**config.mk**
```make
export PLATFORM = sky130hd
export DESIGN_NAME = sync_fifo_param
export DESIGN_NICKNAME = d
export VERILOG_FILES = /design/src/rtl/fifo_pkg.sv /design/src/rtl/sdp_ram.sv /design/src/rtl/sync_fifo_param.sv
export SDC_FILE = /design/constraint.sdc
export NUM_CORES = 1
export LEC_CHECK = 0
export ABC_AREA = 1
export CORE_ASPECT_RATIO = 0.9
export CORE_MARGIN = 4
export CORE_UTILIZATION = 54
export CTS_CLUSTER_SIZE = 30
export DETAILED_ROUTE_END_ITERATION = 16
export PLACE_DENSITY_LB_ADDON = 0.12
export SKIP_LAST_GASP = 1
export SLEW_MARGIN = 0
export SYNTH_ARGS = -nofsm -noshare
export SYNTH_HDL_FRONTEND = slang
export SYNTH_HIERARCHICAL = 1
export SYNTH_SLANG_ARGS = --single-unit
```
**constraint.sdc**
```tcl
create_clock -name sys_clk -period 2.2 [get_ports sys_clk]
set_input_delay 0.44 -clock sys_clk [delete_from_list [all_inputs] [get_ports sys_clk]]
set_output_delay 0.44 -clock sys_clk [all_outputs]
set_load 0.1 [all_outputs]
```
**src/rtl/fifo_pkg.sv**
```systemverilog
//============================================================================
// Module   : fifo_pkg
// Brief    : Shared sizing helpers and read-mode encoding for sync_fifo_param.
// Revision : 1.0
//============================================================================
`default_nettype none

package fifo_pkg;

  typedef enum logic [0:0] {
    MODE_STD  = 1'b0,
    MODE_FWFT = 1'b1
  } rd_mode_e;

  localparam int c_MIN_DEPTH = 4;
  localparam int c_MAX_DEPTH = 4096;

  // One extra bit beyond the address distinguishes full from empty on wrap.
  function automatic int ptr_width(input int depth);
    return $clog2(depth) + 1;
  endfunction

  function automatic int count_width(input int depth);
    return $clog2(depth) + 1;
  endfunction

  function automatic bit depth_ok(input int depth);
    return (depth >= c_MIN_DEPTH) && (depth <= c_MAX_DEPTH) &&
           ((depth & (depth - 1)) == 0);
  endfunction

endpackage

`default_nettype wire

```
**src/rtl/sdp_ram.sv**
```systemverilog
//============================================================================
// Module   : sdp_ram
// Brief    : Simple dual-port RAM, one write port, one registered read port.
// Revision : 1.0
//============================================================================
`default_nettype none

module sdp_ram
  import fifo_pkg::*;
#(
  parameter int DATA_W = 8,
  parameter int DEPTH  = 16,
  parameter int AW     = ptr_width(DEPTH) - 1
) (
  input  logic              clk,
  input  logic              rst,
  input  logic              i_we,
  input  logic [AW-1:0]     i_waddr,
  input  logic [DATA_W-1:0] i_wdata,
  input  logic              i_re,
  input  logic [AW-1:0]     i_raddr,
  output logic [DATA_W-1:0] o_rdata
);

  logic [DATA_W-1:0] r_mem [DEPTH];

  always_ff @(posedge clk) begin
    if (i_we) r_mem[i_waddr] <= i_wdata;
  end

  // Only the output register is reset; the array keeps its contents.
  always_ff @(posedge clk or posedge rst) begin
    if (rst)       o_rdata <= '0;
    else if (i_re) o_rdata <= r_mem[i_raddr];
  end

endmodule

`default_nettype wire

```
**src/rtl/sync_fifo_param.sv**
```systemverilog
//============================================================================
// Module   : sync_fifo_param
// Brief    : Single-clock FIFO with registered flags, thresholds, FWFT option.
// Revision : 1.0
//============================================================================
`default_nettype none

module sync_fifo_param
  import fifo_pkg::*;
#(
  parameter int DATA_W    = 8,
  parameter int DEPTH     = 16,
  parameter int AF_THRESH = DEPTH - 2,
  parameter int AE_THRESH = 2,
  parameter int FWFT      = 0
) (
  input  logic                        sys_clk,
  input  logic                        rst,
  input  logic                        wr_en,
  input  logic [DATA_W-1:0]           din,
  output logic                        full,
  output logic                        almost_full,
  output logic                        overflow,
  input  logic                        rd_en,
  output logic [DATA_W-1:0]           dout,
  output logic                        valid,
  output logic                        empty,
  output logic                        almost_empty,
  output logic                        underflow,
  output logic [count_width(DEPTH)-1:0] data_count
);

  localparam int       c_PW       = ptr_width(DEPTH);
  localparam int       c_AW       = c_PW - 1;
  localparam int       c_CW       = count_width(DEPTH);
  localparam bit       c_DEPTH_OK = depth_ok(DEPTH);
  localparam rd_mode_e c_MODE     = (FWFT != 0) ? MODE_FWFT : MODE_STD;
  localparam logic     c_AF_RST   = (AF_THRESH <= 0) ? 1'b1 : 1'b0;

  if (!c_DEPTH_OK) begin : g_depth_chk
    $error("sync_fifo_param: DEPTH must be a power of two in 4..4096");
  end

  logic [c_PW-1:0]   r_wr_ptr, r_rd_ptr;
  logic [c_PW-1:0]   w_wr_ptr_next, w_rd_ptr_next;
  logic [c_CW-1:0]   r_count, w_count_next, w_stage_cnt;
  logic              r_full, r_almost_full, r_empty, r_almost_empty;
  logic              r_valid, r_overflow, r_underflow;
  logic              w_wr_acc, w_rd_acc, w_ram_we, w_ram_re;
  logic              w_valid_next, w_empty_next;
  logic [DATA_W-1:0] w_ram_q;

  assign w_wr_acc = wr_en & ~r_full;
  assign w_rd_acc = rd_en & ~r_empty;

  assign w_wr_ptr_next = r_wr_ptr + {{(c_PW-1){1'b0}}, w_ram_we};
  assign w_rd_ptr_next = r_rd_ptr + {{(c_PW-1){1'b0}}, w_ram_re};
  // Words in RAM plus the word parked in the FWFT output stage, if any.
  assign w_count_next  = (w_wr_ptr_next - w_rd_ptr_next) + w_stage_cnt;

  if (c_MODE == MODE_FWFT) begin : g_fwft
    logic              w_stage_free, w_mem_empty, w_load_ram, w_load_byp;
    logic              r_byp_sel;
    logic [DATA_W-1:0] r_byp_data;

    assign w_stage_free = ~r_valid | w_rd_acc;
    assign w_mem_empty  = (r_wr_ptr == r_rd_ptr);
    assign w_load_ram   = w_stage_free & ~w_mem_empty;
    // A write into an otherwise empty FIFO skips the RAM to keep latency at 1.
    assign w_load_byp   = w_stage_free & w_mem_empty & w_wr_acc;
    assign w_ram_we     = w_wr_acc & ~w_load_byp;
    assign w_ram_re     = w_load_ram;
    assign w_valid_next = w_stage_free ? (w_load_ram | w_load_byp) : 1'b1;
    assign w_empty_next = ~w_valid_next;
    assign w_stage_cnt  = {{(c_CW-1){1'b0}}, w_valid_next};

    always_ff @(posedge sys_clk or posedge rst) begin
      if (rst) begin
        r_byp_sel  <= 1'b0;
        r_byp_data <= '0;
      end else if (w_load_byp) begin
        r_byp_sel  <= 1'b1;
        r_byp_data <= din;
      end else if (w_load_ram) begin
        r_byp_sel  <= 1'b0;
      end
    end

    assign dout = r_byp_sel ? r_byp_data : w_ram_q;
  end else begin : g_std
    assign w_ram_we     = w_wr_acc;
    assign w_ram_re     = w_rd_acc;
    assign w_valid_next = w_rd_acc;
    assign w_empty_next = (w_count_next == '0);
    assign w_stage_cnt  = '0;
    assign dout         = w_ram_q;
  end

  sdp_ram #(
    .DATA_W (DATA_W),
    .DEPTH  (DEPTH)
  ) u_ram (
    .clk     (sys_clk),
    .rst     (rst),
    .i_we    (w_ram_we),
    .i_waddr (r_wr_ptr[c_AW-1:0]),
    .i_wdata (din),
    .i_re    (w_ram_re),
    .i_raddr (r_rd_ptr[c_AW-1:0]),
    .o_rdata (w_ram_q)
  );

  always_ff @(posedge sys_clk or posedge rst) begin
    if (rst) begin
      r_wr_ptr       <= '0;
      r_rd_ptr       <= '0;
      r_count        <= '0;
      r_valid        <= 1'b0;
      r_empty        <= 1'b1;
      r_almost_empty <= 1'b1;
      r_full         <= 1'b0;
      r_almost_full  <= c_AF_RST;
      r_overflow     <= 1'b0;
      r_underflow    <= 1'b0;
    end else begin
      r_wr_ptr       <= w_wr_ptr_next;
      r_rd_ptr       <= w_rd_ptr_next;
      r_count        <= w_count_next;
      r_valid        <= w_valid_next;
      r_empty        <= w_empty_next;
      r_full         <= (w_count_next == c_CW'(DEPTH));
      r_almost_full  <= (int'(w_count_next) >= AF_THRESH);
      r_almost_empty <= (int'(w_count_next) <= AE_THRESH);
      r_overflow     <= wr_en & r_full;
      r_underflow    <= rd_en & r_empty;
    end
  end

  assign full         = r_full;
  assign almost_full  = r_almost_full;
  assign overflow     = r_overflow;
  assign valid        = r_valid;
  assign empty        = r_empty;
  assign almost_empty = r_almost_empty;
  assign underflow    = r_underflow;
  assign data_count   = r_count;

endmodule

`default_nettype wire

```
==> flow_summary.json <==
{
  "status": "completed",
  "powerDensity_mw_per_mm2": 1570,
  "nNetsFinal": 697,
  "tritoncts": "built",
  "antenna_found_initial": 1,
  "grt_overflow": 0,
  "cts_max_path_buffers": 2,
  "globalplace.congestion": 0.867,
  "drt-initial-drc-count": 490,
  "fin_crit_sh_pct": 94.2,
  "synth-seq-area-share_pct": 68.1,
  "ys_ff_latch": 158,
  "synthCells": 622,
  "vias_per_cell": 5.40,
  "num_rows": 38,
  "detail-route-antenna-nets": 0,
  "rsz0062_at_grt": "no",
  "grt-busiest-layer": "met2",
  "seq_area_sq_mm": 0.00461,
  "fillers": 939,
  "die_w_microns": 126,
  "start_util_pct": 55.7,
  "clockRootBuffer": "clkbuf_16",
  "htree_levels": 4,
  "worstMarginPinSlew_ns": 0.773,
  "via_count": 4596,
  "path_clk_slew_ns": 0.06,
  "maxSlewHeadroom_pct": 48.3,
  "setup.worst_path.end_class": "flop",
  "syn_area_sq_mm": 0.00675,
  "multi_input_area_sq_mm": 0.00188,
  "wire_per_inst_microns": 17.5,
  "fin_crit_ns": 2.07,
  "syn_avg_cell_area_sq_um": 10.9,
  "synth_warnings": 6,
  "max_freq_mhz": 482,
  "fin_cells": 851,
  "setup_viol": 0,
  "grt_usage_pct": 21.6,
  "ios": 32,
  "maxSlewViolCount": 0,
  "critical_path_arrival_ns": 2.41,
  "numCtsBuffers": 17,
  "hold_ws_ns": 0.300,
  "cp_max_fo": 4,
  "cp_data_required_time_ns": 2.54,
  "core_sq_mm": 0.0121,
  "place_hpwl_microns": 9650,
  "cts_sinks": 158,
  "postCtsHoldBufs": 0,
  "hold_viol_final": 0,
  "drive_gt1_share_pct": 15.9,
  "use_met3_pct": 5.18,
  "ys_types": 25,
  "drc_errors": 0,
  "p_leak_nw": 3.27,
  "cap_violations": 0,
  "grt_pass1_wl_microns": 23500,
  "synth_nets": 641,
  "path_class": "flop to flop",
  "ir_drop_v": 0.00107,
  "first_global_vias": 4456,
  "dp_cells": 818,
  "insertedDiodeCount": 0,
  "skew_ns": 0.0104,
  "routed_wl_microns": 14900,
  "numPortBuffers": 31,
  "mostFrequentLayoutCells": "245 x nand2_1, 128 x edfxtp_1, 105 x nand3_1, 50 x buf_4, 26 x dfrtp_1",
  "cp-start-kind": "flop",
  "syn2layout_area_growth_pct": 16.9,
  "clock_latency_ns": 0.42,
  "grt_max_degree": 34,
  "die_height_microns": 114,
  "use_met1_pct": 29.6,
  "drt-pass1-iter-count": 5,
  "layout_commonest_cell": "nand2_1",
  "grt.met2_usage_pct": 34.8,
  "hp-class": "input pin to async pin",
  "dieArea_sq_mm": 0.0144
}
## sequential cells by signal, indices dropped and copies added (netlist names)
name / count
u_ram/o_rdata: 8
u_ram/r_mem: 128
valid: 1
almost_empty: 1
r_wr_ptr: 5
underflow: 1
empty: 1
overflow: 1
r_rd_ptr: 5
almost_full: 1
full: 1
data_count: 5
## routing by layer
metal  vias up  wire [microns]
met5         -               0
li1       2201               -
met3        16             818
met1      2220            6570
met2       159            7360
met4         0             182
## Yosys cell counts (all sizes together)
cell | number | area [sq um]
nor2 | 26 | 97.6
buf | 23 | 184
xnor2 | 2 | 25.0
inv | 28 | 105
dfrtp | 28 | 701
nand4 | 5 | 31.3
clkbuf | 3 | 41.3
dfstp | 2 | 52.6
a21oi | 2 | 13.8
nand3 | 107 | 546
xor2 | 1 | 8.76
nand3b | 2 | 15.0
nand2 | 256 | 988
edfxtp | 128 | 3840
o21ai | 1 | 5.00
clkinv | 1 | 5.00
ha | 7 | 87.6
## cells by family after synthesis
group,after synthesis,share of synthesized area [%]
AND/OR/NAND/NOR,396,24.9
buffers and inverters,55,4.97
AO/OA/AOI/OAI,3,0.278
adder cells (fa/ha/maj),7,1.30
flip-flops,158,68.1
XOR/XNOR,3,0.501
## report_power, final
group          internal [mW]  switching [mW]  total, mW
Sequential              3.75           0.309       4.06
Clock                   1.74            1.07       2.81
Combinational           1.57            3.97       5.54
Total                   7.06            5.35       12.4
## final timing paths
check                                             start                           end  slack, ns  depth (start not counted)
hold reg to reg            u_ram/o_rdata[0]$_DFFE_PP0P_  u_ram/o_rdata[0]$_DFFE_PP0P_       0.49                          2
setup reg to reg                        empty$_DFF_PP1_                full$_DFF_PP0_       0.13                         11
hold / removal                                      rst  u_ram/o_rdata[6]$_DFFE_PP0P_       0.30                          2
setup / recovery                        empty$_DFF_PP1_                full$_DFF_PP0_       0.13                         11
max in group asynchronous                           rst        almost_empty$_DFF_PP1_       1.52                          3
min in group sys_clk       u_ram/o_rdata[0]$_DFFE_PP0P_  u_ram/o_rdata[0]$_DFFE_PP0P_       0.49                          2
## timing repair
action,CTS,global route
buffers inserted,0,1
setup endpoints to repair,0,4
gates resized for setup,0,5
## critical path: stages (launching register included)
cell,delay (ns)
dfstp_4,0.64
nor2_4,0.05
ha_4,0.16
ha_4,0.22
xnor2_1,0.18
ha_2,0.20
inv_2,0.04
nand2_2,0.08
nand3_1,0.09
nand2_2,0.12
nand3_2,0.09
nor2_1,0.11
## cell type report
class	count	share of cell area [%]
clock inverter	9	1.17
multi-input combinational	409	23.8
sequential	158	58.4
clock buffer	23	6.06
inverter	29	1.40
timing repair buffer	63	6.66
tap	160	2.54
## through the flow
| stage | power, mW | TNS (ns) | area (sq um) | utilization, % | setup slack [ns] |
|---|---|---|---|---|---|
| CTS | 12.4 | 0 | 7880 | 65.0 | 0.0591 |
| detailed placement | 9.56 | -1.94 | 7300 | 60.2 | -0.346 |
| floorplan | 8.26 | 0 | 6810 | - | 0.000782 |
| global route | 13.2 | 0 | 7890 | 65.1 | 0.00334 |
| global placement | 9.41 | -1.74 | 7300 | 60.2 | -0.328 |
| finish | 12.4 | 0 | 7890 | 65.1 | 0.127 |
Power figures use the tool's default switching activity.
